[src/rtl/pc_ras_if.sv]
// pc_ras_if: control/redirect inputs and PC/RAS status outputs of the fetch PC unit.
interface pc_ras_if #(
    parameter int XLEN      = 32,
    parameter int RAS_DEPTH = 4
);
    logic                       stall;
    logic                       trap;
    logic [XLEN-1:0]            trap_vec;
    logic                       jmp;
    logic                       rel;
    logic [XLEN-1:0]            nxt;
    logic                       call;
    logic                       ret;
    logic [XLEN-1:0]            cur;
    logic [XLEN-1:0]            epc;
    logic [$clog2(RAS_DEPTH):0] ras_cnt;
    logic                       ras_ovf;
    logic                       ras_unf;

    modport master (
        output stall, trap, trap_vec, jmp, rel, nxt, call, ret,
        input  cur, epc, ras_cnt, ras_ovf, ras_unf
    );

    modport slave (
        input  stall, trap, trap_vec, jmp, rel, nxt, call, ret,
        output cur, epc, ras_cnt, ras_ovf, ras_unf
    );
endinterface

[src/rtl/pc_ras.sv]
// pc_ras: fetch program counter with circular return-address stack and trap redirect.
module pc_ras #(
    parameter int               XLEN      = 32,
    parameter logic [XLEN-1:0]  RESET_VEC = '0,
    parameter int               STEP      = 4,
    parameter int               RAS_DEPTH = 4
) (
    input  logic       clk,
    input  logic       rst,
    pc_ras_if.slave    bus
);
    localparam int PW = $clog2(RAS_DEPTH);
    localparam int CW = PW + 1;

    logic [XLEN-1:0] cur_q, cur_d, epc_q, epc_d;
    logic [CW-1:0]   cnt_q, cnt_d;
    logic [PW-1:0]   top_q, top_d, wa;
    logic            ovf_q, ovf_d, unf_q, unf_d, we;
    logic [XLEN-1:0] stack_q [RAS_DEPTH];
    logic [XLEN-1:0] tgt, ra, top_e;
    logic            empty, full;

    // top_q is the next free slot; the top entry lives one below it
    assign ra    = cur_q + XLEN'(STEP);
    assign tgt   = bus.rel ? cur_q + bus.nxt : bus.nxt;
    assign top_e = stack_q[top_q - PW'(1)];
    assign empty = cnt_q == '0;
    assign full  = cnt_q == CW'(RAS_DEPTH);

    always_comb begin
        cur_d = ra;
        epc_d = epc_q;
        cnt_d = cnt_q;
        top_d = top_q;
        ovf_d = 1'b0;
        unf_d = 1'b0;
        we    = 1'b0;
        wa    = top_q;
        if (bus.trap) begin
            cur_d = bus.trap_vec;
            epc_d = cur_q;
        end else if (bus.stall) begin
            cur_d = cur_q;
        end else if (bus.jmp) begin
            cur_d = (bus.ret && !empty) ? top_e : tgt;
            unf_d = bus.ret && empty;
            if (bus.call && bus.ret && !empty) begin
                we = 1'b1;
                wa = top_q - PW'(1);
            end else if (bus.call) begin
                // a full stack wraps and overwrites its oldest entry
                we    = 1'b1;
                top_d = top_q + PW'(1);
                cnt_d = full ? cnt_q : cnt_q + CW'(1);
                ovf_d = full;
            end else if (bus.ret && !empty) begin
                top_d = top_q - PW'(1);
                cnt_d = cnt_q - CW'(1);
            end
        end
    end

    always_ff @(posedge clk) begin
        if (rst) begin
            cur_q <= RESET_VEC;
            epc_q <= '0;
            cnt_q <= '0;
            top_q <= '0;
            ovf_q <= 1'b0;
            unf_q <= 1'b0;
        end else begin
            cur_q <= cur_d;
            epc_q <= epc_d;
            cnt_q <= cnt_d;
            top_q <= top_d;
            ovf_q <= ovf_d;
            unf_q <= unf_d;
        end
    end

    always_ff @(posedge clk) begin
        if (!rst && we) stack_q[wa] <= ra;
    end

    assign bus.cur     = cur_q;
    assign bus.epc     = epc_q;
    assign bus.ras_cnt = cnt_q;
    assign bus.ras_ovf = ovf_q;
    assign bus.ras_unf = unf_q;
endmodule
[src/flat_wrapper.sv]
// flat-port wrapper written by rule: the top's interface ports become plain ports
module pc_ras_flat 
#(
    parameter int               XLEN      = 32,
    parameter logic [XLEN-1:0]  RESET_VEC = '0,
    parameter int               STEP      = 4,
    parameter int               RAS_DEPTH = 4
)
  (clk, rst, bus_stall, bus_trap, bus_trap_vec, bus_jmp, bus_rel, bus_nxt, bus_call, bus_ret, bus_cur, bus_epc, bus_ras_cnt, bus_ras_ovf, bus_ras_unf);
  pc_ras_if #(.XLEN(XLEN), .RAS_DEPTH(RAS_DEPTH)) bus_i ();
  input  logic clk;
  input  logic rst;
  input wire logic [$bits(bus_i.stall)-1:0] bus_stall;
  input wire logic [$bits(bus_i.trap)-1:0] bus_trap;
  input wire logic [$bits(bus_i.trap_vec)-1:0] bus_trap_vec;
  input wire logic [$bits(bus_i.jmp)-1:0] bus_jmp;
  input wire logic [$bits(bus_i.rel)-1:0] bus_rel;
  input wire logic [$bits(bus_i.nxt)-1:0] bus_nxt;
  input wire logic [$bits(bus_i.call)-1:0] bus_call;
  input wire logic [$bits(bus_i.ret)-1:0] bus_ret;
  output wire logic [$bits(bus_i.cur)-1:0] bus_cur;
  output wire logic [$bits(bus_i.epc)-1:0] bus_epc;
  output wire logic [$bits(bus_i.ras_cnt)-1:0] bus_ras_cnt;
  output wire logic [$bits(bus_i.ras_ovf)-1:0] bus_ras_ovf;
  output wire logic [$bits(bus_i.ras_unf)-1:0] bus_ras_unf;
  assign bus_i.stall = bus_stall;
  assign bus_i.trap = bus_trap;
  assign bus_i.trap_vec = bus_trap_vec;
  assign bus_i.jmp = bus_jmp;
  assign bus_i.rel = bus_rel;
  assign bus_i.nxt = bus_nxt;
  assign bus_i.call = bus_call;
  assign bus_i.ret = bus_ret;
  assign bus_cur = bus_i.cur;
  assign bus_epc = bus_i.epc;
  assign bus_ras_cnt = bus_i.ras_cnt;
  assign bus_ras_ovf = bus_i.ras_ovf;
  assign bus_ras_unf = bus_i.ras_unf;
  pc_ras #(.XLEN(XLEN), .RESET_VEC(RESET_VEC), .STEP(STEP), .RAS_DEPTH(RAS_DEPTH)) u_core (.clk(clk), .rst(rst), .bus(bus_i));
endmodule
[config.mk]
export PLATFORM = sky130hd
export DESIGN_NAME = pc_ras_flat
export DESIGN_NICKNAME = d
export VERILOG_FILES = /design/src/rtl/pc_ras_if.sv /design/src/rtl/pc_ras.sv /design/src/flat_wrapper.sv
export SDC_FILE = /design/constraint.sdc
export NUM_CORES = 1
export LEC_CHECK = 0
export CAP_MARGIN = 0
export CORE_UTILIZATION = 50
export CTS_BUF_LIST = sky130_fd_sc_hd__clkbuf_8
export CTS_CLUSTER_SIZE = 14
export DETAILED_ROUTE_END_ITERATION = 8
export PLACE_DENSITY = 0.73
export SETUP_SLACK_MARGIN = 0.05
export SLEW_MARGIN = 30
export SYNTH_ARGS = -nofsm -noshare
export SYNTH_HDL_FRONTEND = slang
export SYNTH_SLANG_ARGS = --single-unit
[constraint.sdc]
create_clock -name clk -period 11.4 [get_ports clk]
set_input_delay 2.28 -clock clk [delete_from_list [all_inputs] [get_ports clk]]
set_output_delay 2.28 -clock clk [all_outputs]
set_load 0.05 [all_outputs]
After elaboration in Yosys (flattened, before gate mapping)
Memory sizes are Yosys's and may differ from the RTL's.
Cells that the tools add are included.
- memory bits (writable): 128
- memory bits (read-only): 0
- input bits: 72
- latch bits: 0
- memories kept: 1
- bits in registers: 71
- output and inout bits: 69
- $mul: 0
- equality and inequality tests: 3
- add/subtract/negate cells: 6
- bitwise operators: 5
- order comparisons: 0
- mux-type cells: 21
- shift operators: 0
- reduce and logical (&&, ||, !) cells: 13
- divide/modulo/power cells: 0
- memories (memory ; words ; width ; rd ports ; clocked after memory_dff ; wr ports ; RTL line ; text):
    u_core.stack_q ; 4 ; 32 ; 1 ; 0 ; 1 ; pc_ras.sv:19 ; logic [XLEN-1:0] stack_q [RAS_DEPTH];
- operator list (operator ; number):
    2-to-1 mux 32 bit ; 5
    adder 32 x 3 -> 32 bit, second input constant ; 1
    adder 32 bit ; 1
    2-to-1 mux 2 bit ; 6
    2-to-1 mux 3 bit ; 3
    2-to-1 mux 1 bit ; 7
    AND reduction 6 bit ; 1
    OR reduction 6 bit ; 1
    logical AND 1 bit ; 5
    NOT 1 bit ; 5
    AND reduction 5 bit ; 1
    OR reduction 4 bit ; 1
    adder 3 x 1 -> 3 bit, second input constant ; 1
    equality test 3 bit, second input constant ; 1
    zero test 3 bit ; 1
    subtractor 3 x 1 -> 3 bit, second input constant ; 1
    adder 2 x 1 -> 2 bit, second input constant ; 1
    zero test 1 bit ; 2
    != test 2 x 1 -> 1 bit, second input constant ; 1
    != test 2 bit, second input constant ; 1
    nonzero test 2 bit ; 1
    subtractor 2 x 1 -> 2 bit, second input constant ; 1

Logic depth before layout (Yosys ltp)
Gate-level depths: netlist (run 1).
- word-level depth: 10
- depth in mapped cells: 12
- mapped depth without buffers: 12

Least setup slack after synthesis (run 1)
No wires, ideal clock.
- path kind: input port to flip-flop
- from: input bus_jmp
- to: memory u_core.stack_q[0][0], enable pin
- setup time: 0.501 ns
- path slack: 4.459 ns
- arrival time: 6.439 ns
- cell stages on the path: 5
- buffers on the path: 1
- path through: clkbuf_1 -> nand2b_1 -> nor3_1 -> nand2_1 -> nor4_1
- word-level cells in the longest chain between the ends: 6
- RTL lines (item ; RTL line ; text):
    start, declared ; flat_wrapper.sv:16 ; input wire logic [$bits(bus_i.jmp)-1:0] bus_jmp;
    2-to-1 mux 1 bit ; pc_ras.sv:44 ; end else if (bus.jmp) begin
    2-to-1 mux 1 bit ; pc_ras.sv:42 ; end else if (bus.stall) begin
    2-to-1 mux 1 bit ; pc_ras.sv:39 ; if (bus.trap) begin
    logical AND 1 bit ; pc_ras.sv:82 ; if (!rst && we) stack_q[wa] <= ra;
    2-to-1 mux 1 bit ; pc_ras.sv:82 ;
    2-to-1 mux 1 bit (implied by the code) ; pc_ras.sv:82 ;
    end, declared ; pc_ras.sv:19 ;
Parallel ways exist; a longest one is shown, timed or not.

Worst setup path in the final report (run 1)
- from: input bus_jmp
- to: memory u_core.stack_q[1][18], enable pin
Same word-level chain as after synthesis.

==> results of run 1 <==
-- area by class of cell --
type                       count  area [um^2]
tap                          275          344
clock inverter                15          179
fill                        1736         8380
clock buffer                  17          234
sequential                   199         5270
timing repair buffer         155         1500
inverter                      27          101
multi-input combinational    706         5150
-- worst min path at each step --
stage	slack, ns	start	cells past startpoint	end
final	0.50	u_core.bus.epc[30]$_SDFFE_PP0P_	2	u_core.bus.epc[30]$_SDFFE_PP0P_
after global routing	0.53	u_core.bus.epc[4]$_SDFFE_PP0P_	2	u_core.bus.epc[4]$_SDFFE_PP0P_
after CTS	0.51	u_core.bus.epc[28]$_SDFFE_PP0P_	2	u_core.bus.epc[28]$_SDFFE_PP0P_
after detailed placement	0.48	u_core.bus.epc[28]$_SDFFE_PP0P_	2	u_core.bus.epc[28]$_SDFFE_PP0P_
after global placement	0.47	u_core.bus.epc[20]$_SDFFE_PP0P_	2	u_core.bus.epc[20]$_SDFFE_PP0P_
after floorplan	0.52	u_core.bus.cur[1]$_SDFFE_PP0P_	0	u_core.stack_q[0][1]$_DFFE_PP_
-- routing by layer --
metal	global-route usage, %	vias to the layer above
li1	-	3950
met1	39.9	4128
met2	39.7	408
met3	4.46	52
met4	9.85	0
met5	0	-
-- kinds of logic (layout without fill, tap and decap cells) --
group                      Yosys count  after routing  share of synthesized area (%)
buffers and inverters               94            214                           4.26
xor gates and xnor gates            56             56                           4.52
adders and majority gates           34             34                           4.06
DFF                                199            199                           48.5
muxes                               87             87                           11.8
AOI/OAI and AO/OA                  231            231                           14.2
and+or+nand+nor                    298            298                           12.7
-- registers in the layout, indices dropped and copies added, names as in the netlist --
| signal | flops |
|---|---|
| u_core.stack_q | 128 |
| u_core.bus.cur | 32 |
| u_core.bus.epc | 32 |
| u_core.bus.ras_cnt | 3 |
| u_core.top_q | 2 |
| u_core.bus.ras_ovf | 1 |
| u_core.bus.ras_unf | 1 |
-- power by group through the flow --
stage / clock network, mW / registers, mW / logic [mW]
after floorplan: 0 / 0.880 / 0.212
after global placement: 0 / 0.841 / 0.368
after detailed placement: 0 / 0.842 / 0.370
after CTS: 0.462 / 0.826 / 0.372
after global routing: 0.484 / 0.830 / 0.405
final: 0.451 / 0.827 / 0.376
-- layout by cell type (no fill, tap or decap), types with 8 or more instances in the layout --
cell type	instances
nor3_1	26
inv_1	28
a21o_1	13
a31oi_1	9
nand2b_1	8
a211oi_1	15
nor2_1	123
mux2i_1	51
o21ai_0	34
nand4_1	11
o21bai_1	8
dfxtp_1	70
xnor2_1	38
ha_1	32
edfxtp_1	128
a21oi_1	76
nand3_1	25
buf_4	16
nand2_1	61
mux4_2	32
clkdlybuf4s50_1	137
xor2_1	18
clkbuf_8	17
nor2b_1	8
-- through the flow --
stage,instances,power (mW),util (%),hold slack (ns),instance area (um^2)
after global routing,1394,1.72,60.4,0.533,12800
after global placement,1362,1.21,58.4,0.472,12400
after floorplan,999,1.09,-,0.524,10900
after CTS,1394,1.66,60.4,0.508,12800
final,1394,1.66,60.4,0.503,12800
after detailed placement,1362,1.21,58.4,0.479,12400
-- critical path, cell delays in order --
cell	delay, ns
clkdlybuf4s50_1	0.45
buf_4	0.25
nand2b_1	0.37
nor3_1	0.24
buf_4	0.21
nand2_1	0.19
nor2_2	0.62
buf_4	0.46
==> impl_metrics.toml, run 1 <==
[power_and_ir_drop]
sw_frac_of_total_pct = 33.1
pwr-share-comb_pct = 22.7
p_sw_mw = 0.548
p_per_area_nw_per_um2 = 130
p_int_mw = 1.11
p_seq_share_pct = 50.0
pwr-share-clk_pct = 27.3
peakVddDrop_mv = 0.0800
p_leak_nw = 4.64

[setup_path]
critPathMaxFanout = 21
r2r_cells = 8
reg2reg_to = "u_core.bus.cur[24]$_SDFFE_PP0P_"
rrSetupSlack_ns = 8.14
crit_path_start = "bus_jmp"
cp.required_ns = 11.55
startpoint_type = "input port"
worstPathArrival_ns = 5.09
cp-end-kind = "flip-flop"
r2r-start = "u_core.bus.cur[2]$_SDFFE_PP0P_"
critPathCapture = "u_core.stack_q[1][18]$_DFFE_PP_"
path_class = "input port to flip-flop"

[logic_synthesis]
synth_top_area_share_pct = 35.4
synth_common_cells = "edfxtp_1 (128), nor2_1 (125), a21oi_1 (76)"
synth_seq_area_share_pct = 48.5
yosys_most_used_dff = "edfxtp_1"
synth_top_cells_by_area = "edfxtp_1 (35%), dfxtp_1 (13%), mux4_2 (6.6%)"
avgSynthCellArea_um2 = 10.9
syn_inst = 999
syn-cell-area_um2 = 10900
syn_nets = 1105
yosysMostFrequentCell = "edfxtp_1"
synth_edf_count = 128
ys_ff_latch = 199
synthArstFlopShare_pct = 0
ys.warnings.count = 0
synth_cell_type_count = 77
yosysTopAreaCell = "edfxtp_1"

[grt]
grt_pass1_vias = 7989
grt_pass1_wl_mm = 45.0
grt_antenna_before_repair = 0
grt_max_degree = 74
grtUsageTotal_pct = 27.0
grt_overflow = 0

[routing]
dr_wl_met2_mm = 13.0
viasPerCell = 6.12
drc_errors = 0
first_pass_iters = 8
drtIter0Drc = 734
dr_total_vias = 8538
met1Wirelength_mm = 13.2
wirelength_mm = 29.5
postRouteAntennaNets = 0
wl_met3_mm = 2.46
routed.top_layer = "met4"
drt-wirelength-per-cell_um = 21.1

[clock_tree]
htreeDepth = 4
clk_pin_slew_ns = 0.10
cts_buffer_depth = 2
cts_inserted_buffers = 17
cts_tree = "done"
root_buffer = "clkbuf_8"
hold_buffers = 0
cts_resized = 0
clock_insertion_delay_worst_skew_ns = 0.48
cts.sinks = 199
cts_setup_buffers = 0

[sta]
worst_slew_pin_slew_ns = 0.844
fmax_mhz = 202
slew_headroom_pct = 43.7
final_hold_viol_count = 0
fin_crit_sh_pct = 43.4
clock_skew_ns = 0.0156
final_max_slew_viol_count = 0
tns_ns = 0
grt_setup_unrepaired = "false"
timing.final.ws_setup_ns = 6.46
fin_crit_ns = 4.94
setup-violations-final = 0

[finish]
drive_gt1_share_pct = 10.1
syn_to_final_growth_pct = 17.7
n_antenna_cell = 0
fin_nets = 1212

[placement]
place_congestion = 0.931
preCtsSetupSlack_ns = 6.00
portBuffers = 140
hpwl_mm = 20.7

[hold_path]
hold_class = "flip-flop to flip-flop"

[run_status]
status = "finished clean"

[job]
drv_cap = 0

[floorplan]
dieHeight_um = 149
row_count = 53
pin_count = 141
coreArea_um2 = 21200
start_util_pct = 51.3
die-area_um2 = 22300
die_w_um = 149
Power figures use the tool's default switching activity.
==> run 2, diff against run 1 <==
- PLACE_DENSITY: 0.73 -> 0.76
- clock period: 11.4 -> 4.5 ns (I/O delays scaled with it)
==> run 2 against run 1 <==
Against the previous run:
- sequential power increased to 2.5 times the previous value
- sequential share of layout area decreased by 0.29 points
- core utilization increased by 0.46 points
- largest cell class unchanged
==> impl_metrics.toml, run 2 (synthesized netlist as in run 1, its figures left out) <==
[job]
drv_cap = 0

[grt]
grt_antenna_before_repair = 0
grt_overflow = 0
grt_pass1_vias = 8014
grt_pass1_wl_mm = 45.7
grt_max_degree = 74
grtUsageTotal_pct = 27.4

[floorplan]
pin_count = 141
die-area_um2 = 22300
die_w_um = 149
dieHeight_um = 149
row_count = 53
start_util_pct = 51.3
coreArea_um2 = 21200

[finish]
drive_gt1_share_pct = 10.7
fin_nets = 1218
final_cell_mix = "clkdlybuf4s50_1 (137), edfxtp_1 (128), nor2_1 (123)"
regMostFlops = "u_core.stack_q"
largest_reg_flops = 128
syn_to_final_growth_pct = 18.6
final_common_cell = "clkdlybuf4s50_1"
final_util_pct = 60.9
stdcell_count = 1400
n_antenna_cell = 0

[routing]
first_pass_iters = 5
drc_errors = 0
postRouteAntennaNets = 0
drtIter0Drc = 871
drt-wirelength-per-cell_um = 21.6
viasPerCell = 6.17
wirelength_mm = 30.2
dr_total_vias = 8641

[setup_path]
cp-end-kind = "flip-flop"
r2r_cells = 9
path_delay_family = "compound AO/OA/AOI/OAI gates"
worstPathArrival_ns = 4.01
reg2reg_to = "u_core.bus.cur[25]$_SDFFE_PP0P_"
startpoint_type = "input port"
path_class = "input port to flip-flop"
critPathMaxFanout = 3
slowest_stage = "o41ai_2"
crit_chain = "clkdlybuf4s50_1 -> ha_1 -> inv_1 -> fa_1 -> nor2b_1 -> o2111ai_1 -> a21oi_1 -> o41ai_2 -> a31oi_1 -> a41oi_1 -> xnor2_1 -> o21ai_0 -> a311oi_1"
cp_num_buf_inv = 2
cp.required_ns = 4.89
max_stage_delay_ns = 0.57
rrSetupSlack_ns = 1.12
r2r-start = "u_core.bus.cur[7]$_SDFFE_PP0P_"

[clock_tree]
htreeDepth = 4
cts.sinks = 199
hold_buffers = 0
cts_tree = "done"
cts_buffer_depth = 2
root_buffer = "clkbuf_8"
cts_resized = 0
cts_setup_buffers = 0
clk_pin_slew_ns = 0.12
cts_inserted_buffers = 17
clock_insertion_delay_worst_skew_ns = 0.48

[sta]
timing.final.ws_setup_ns = 0.885
fin_crit_sh_pct = 80.3
setup-violations-final = 0
slew_headroom_pct = 34.1
fin_crit_ns = 3.61
final_hold_viol_count = 0
final_max_slew_viol_count = 0
clock_skew_ns = 0.0173
grt_setup_unrepaired = "false"
fmax_mhz = 277
worst_slew_pin_slew_ns = 0.987

[power_and_ir_drop]
p_leak_nw = 4.70
finalPower_mw = 4.30
peakVddDrop_mv = 0.185
p_per_area_nw_per_um2 = 334

[placement]
preCtsSetupSlack_ns = 0.483
portBuffers = 140
hpwl_mm = 21.5
place_congestion = 0.940
placedCellCount = 1368

[hold_path]
holdPathEnd = "u_core.bus.epc[12]$_SDFFE_PP0P_"
worstHoldStart = "u_core.bus.epc[12]$_SDFFE_PP0P_"
hold_class = "flip-flop to flip-flop"
hold-path-cell-count = 2

[run_status]
status = "finished clean"
-- run 2: per-stage QoR --
stage / setup TNS, ns / cell area [um^2] / hold WS, ns
global placement: 0 / 12400 / 0.471
global route: 0 / 12900 / 0.529
CTS: 0 / 12900 / 0.510
floorplan: -67.88 / 10900 / 0.524
detailed placement: 0 / 12400 / 0.483
finish: 0 / 12900 / 0.507
-- run 2: worst max path at each step --
stage | cells past startpoint | slack, ns | to | from
final | 13 | 0.89 | u_core.bus.cur[26]$_SDFFE_PP0P_ | bus_nxt[0]
after CTS | 13 | 1.0 | u_core.bus.cur[26]$_SDFFE_PP0P_ | bus_nxt[0]
after global placement | 13 | 0.55 | u_core.bus.cur[30]$_SDFFE_PP0P_ | bus_nxt[0]
after detailed placement | 13 | 0.48 | u_core.bus.cur[26]$_SDFFE_PP0P_ | bus_nxt[0]
after floorplan | 5 | -1.06 | u_core.stack_q[0][0]$_DFFE_PP_ | bus_jmp
after global routing | 13 | 0.72 | u_core.bus.cur[26]$_SDFFE_PP0P_ | bus_nxt[0]
-- run 2: cell type report --
cell class | instances | area [um^2]
Sequential cell | 199 | 5270
Multi-Input combinational cell | 706 | 5150
Inverter | 27 | 101
Timing Repair Buffer | 161 | 1560
Clock inverter | 15 | 215
Clock buffer | 17 | 234
Fill cell | 1706 | 8280
Tap cell | 275 | 344
-- run 2: power by group --
| part | total, mW | internal [mW] | switching (mW) | leakage [nW] |
|---|---|---|---|---|
| Sequential | 2.10 | 2.00 | 0.0977 | 1.75 |
| Clock | 1.24 | 0.494 | 0.748 | 0.223 |
| Combinational | 0.956 | 0.385 | 0.572 | 2.72 |
-- run 2: worst register-to-register path: cells and delay by family, from the launching register on --
kind | cells | cell delay, ns
xor+xnor | 1 | 0.50
simple gates | 4 | 1.26
mux | 1 | 0.38
compound gates | 3 | 0.63
flops | 1 | 0.55
-- run 2: layer usage --
metal | global-route usage, % | vias to the layer above | share of wire, %
met2 | 40.5 | 442 | 45
met5 | 0 | - | 0
li1 | - | 3955 | -
met1 | 40.2 | 4194 | 44
met4 | 9.03 | 0 | 2.3
met3 | 4.95 | 50 | 8.9
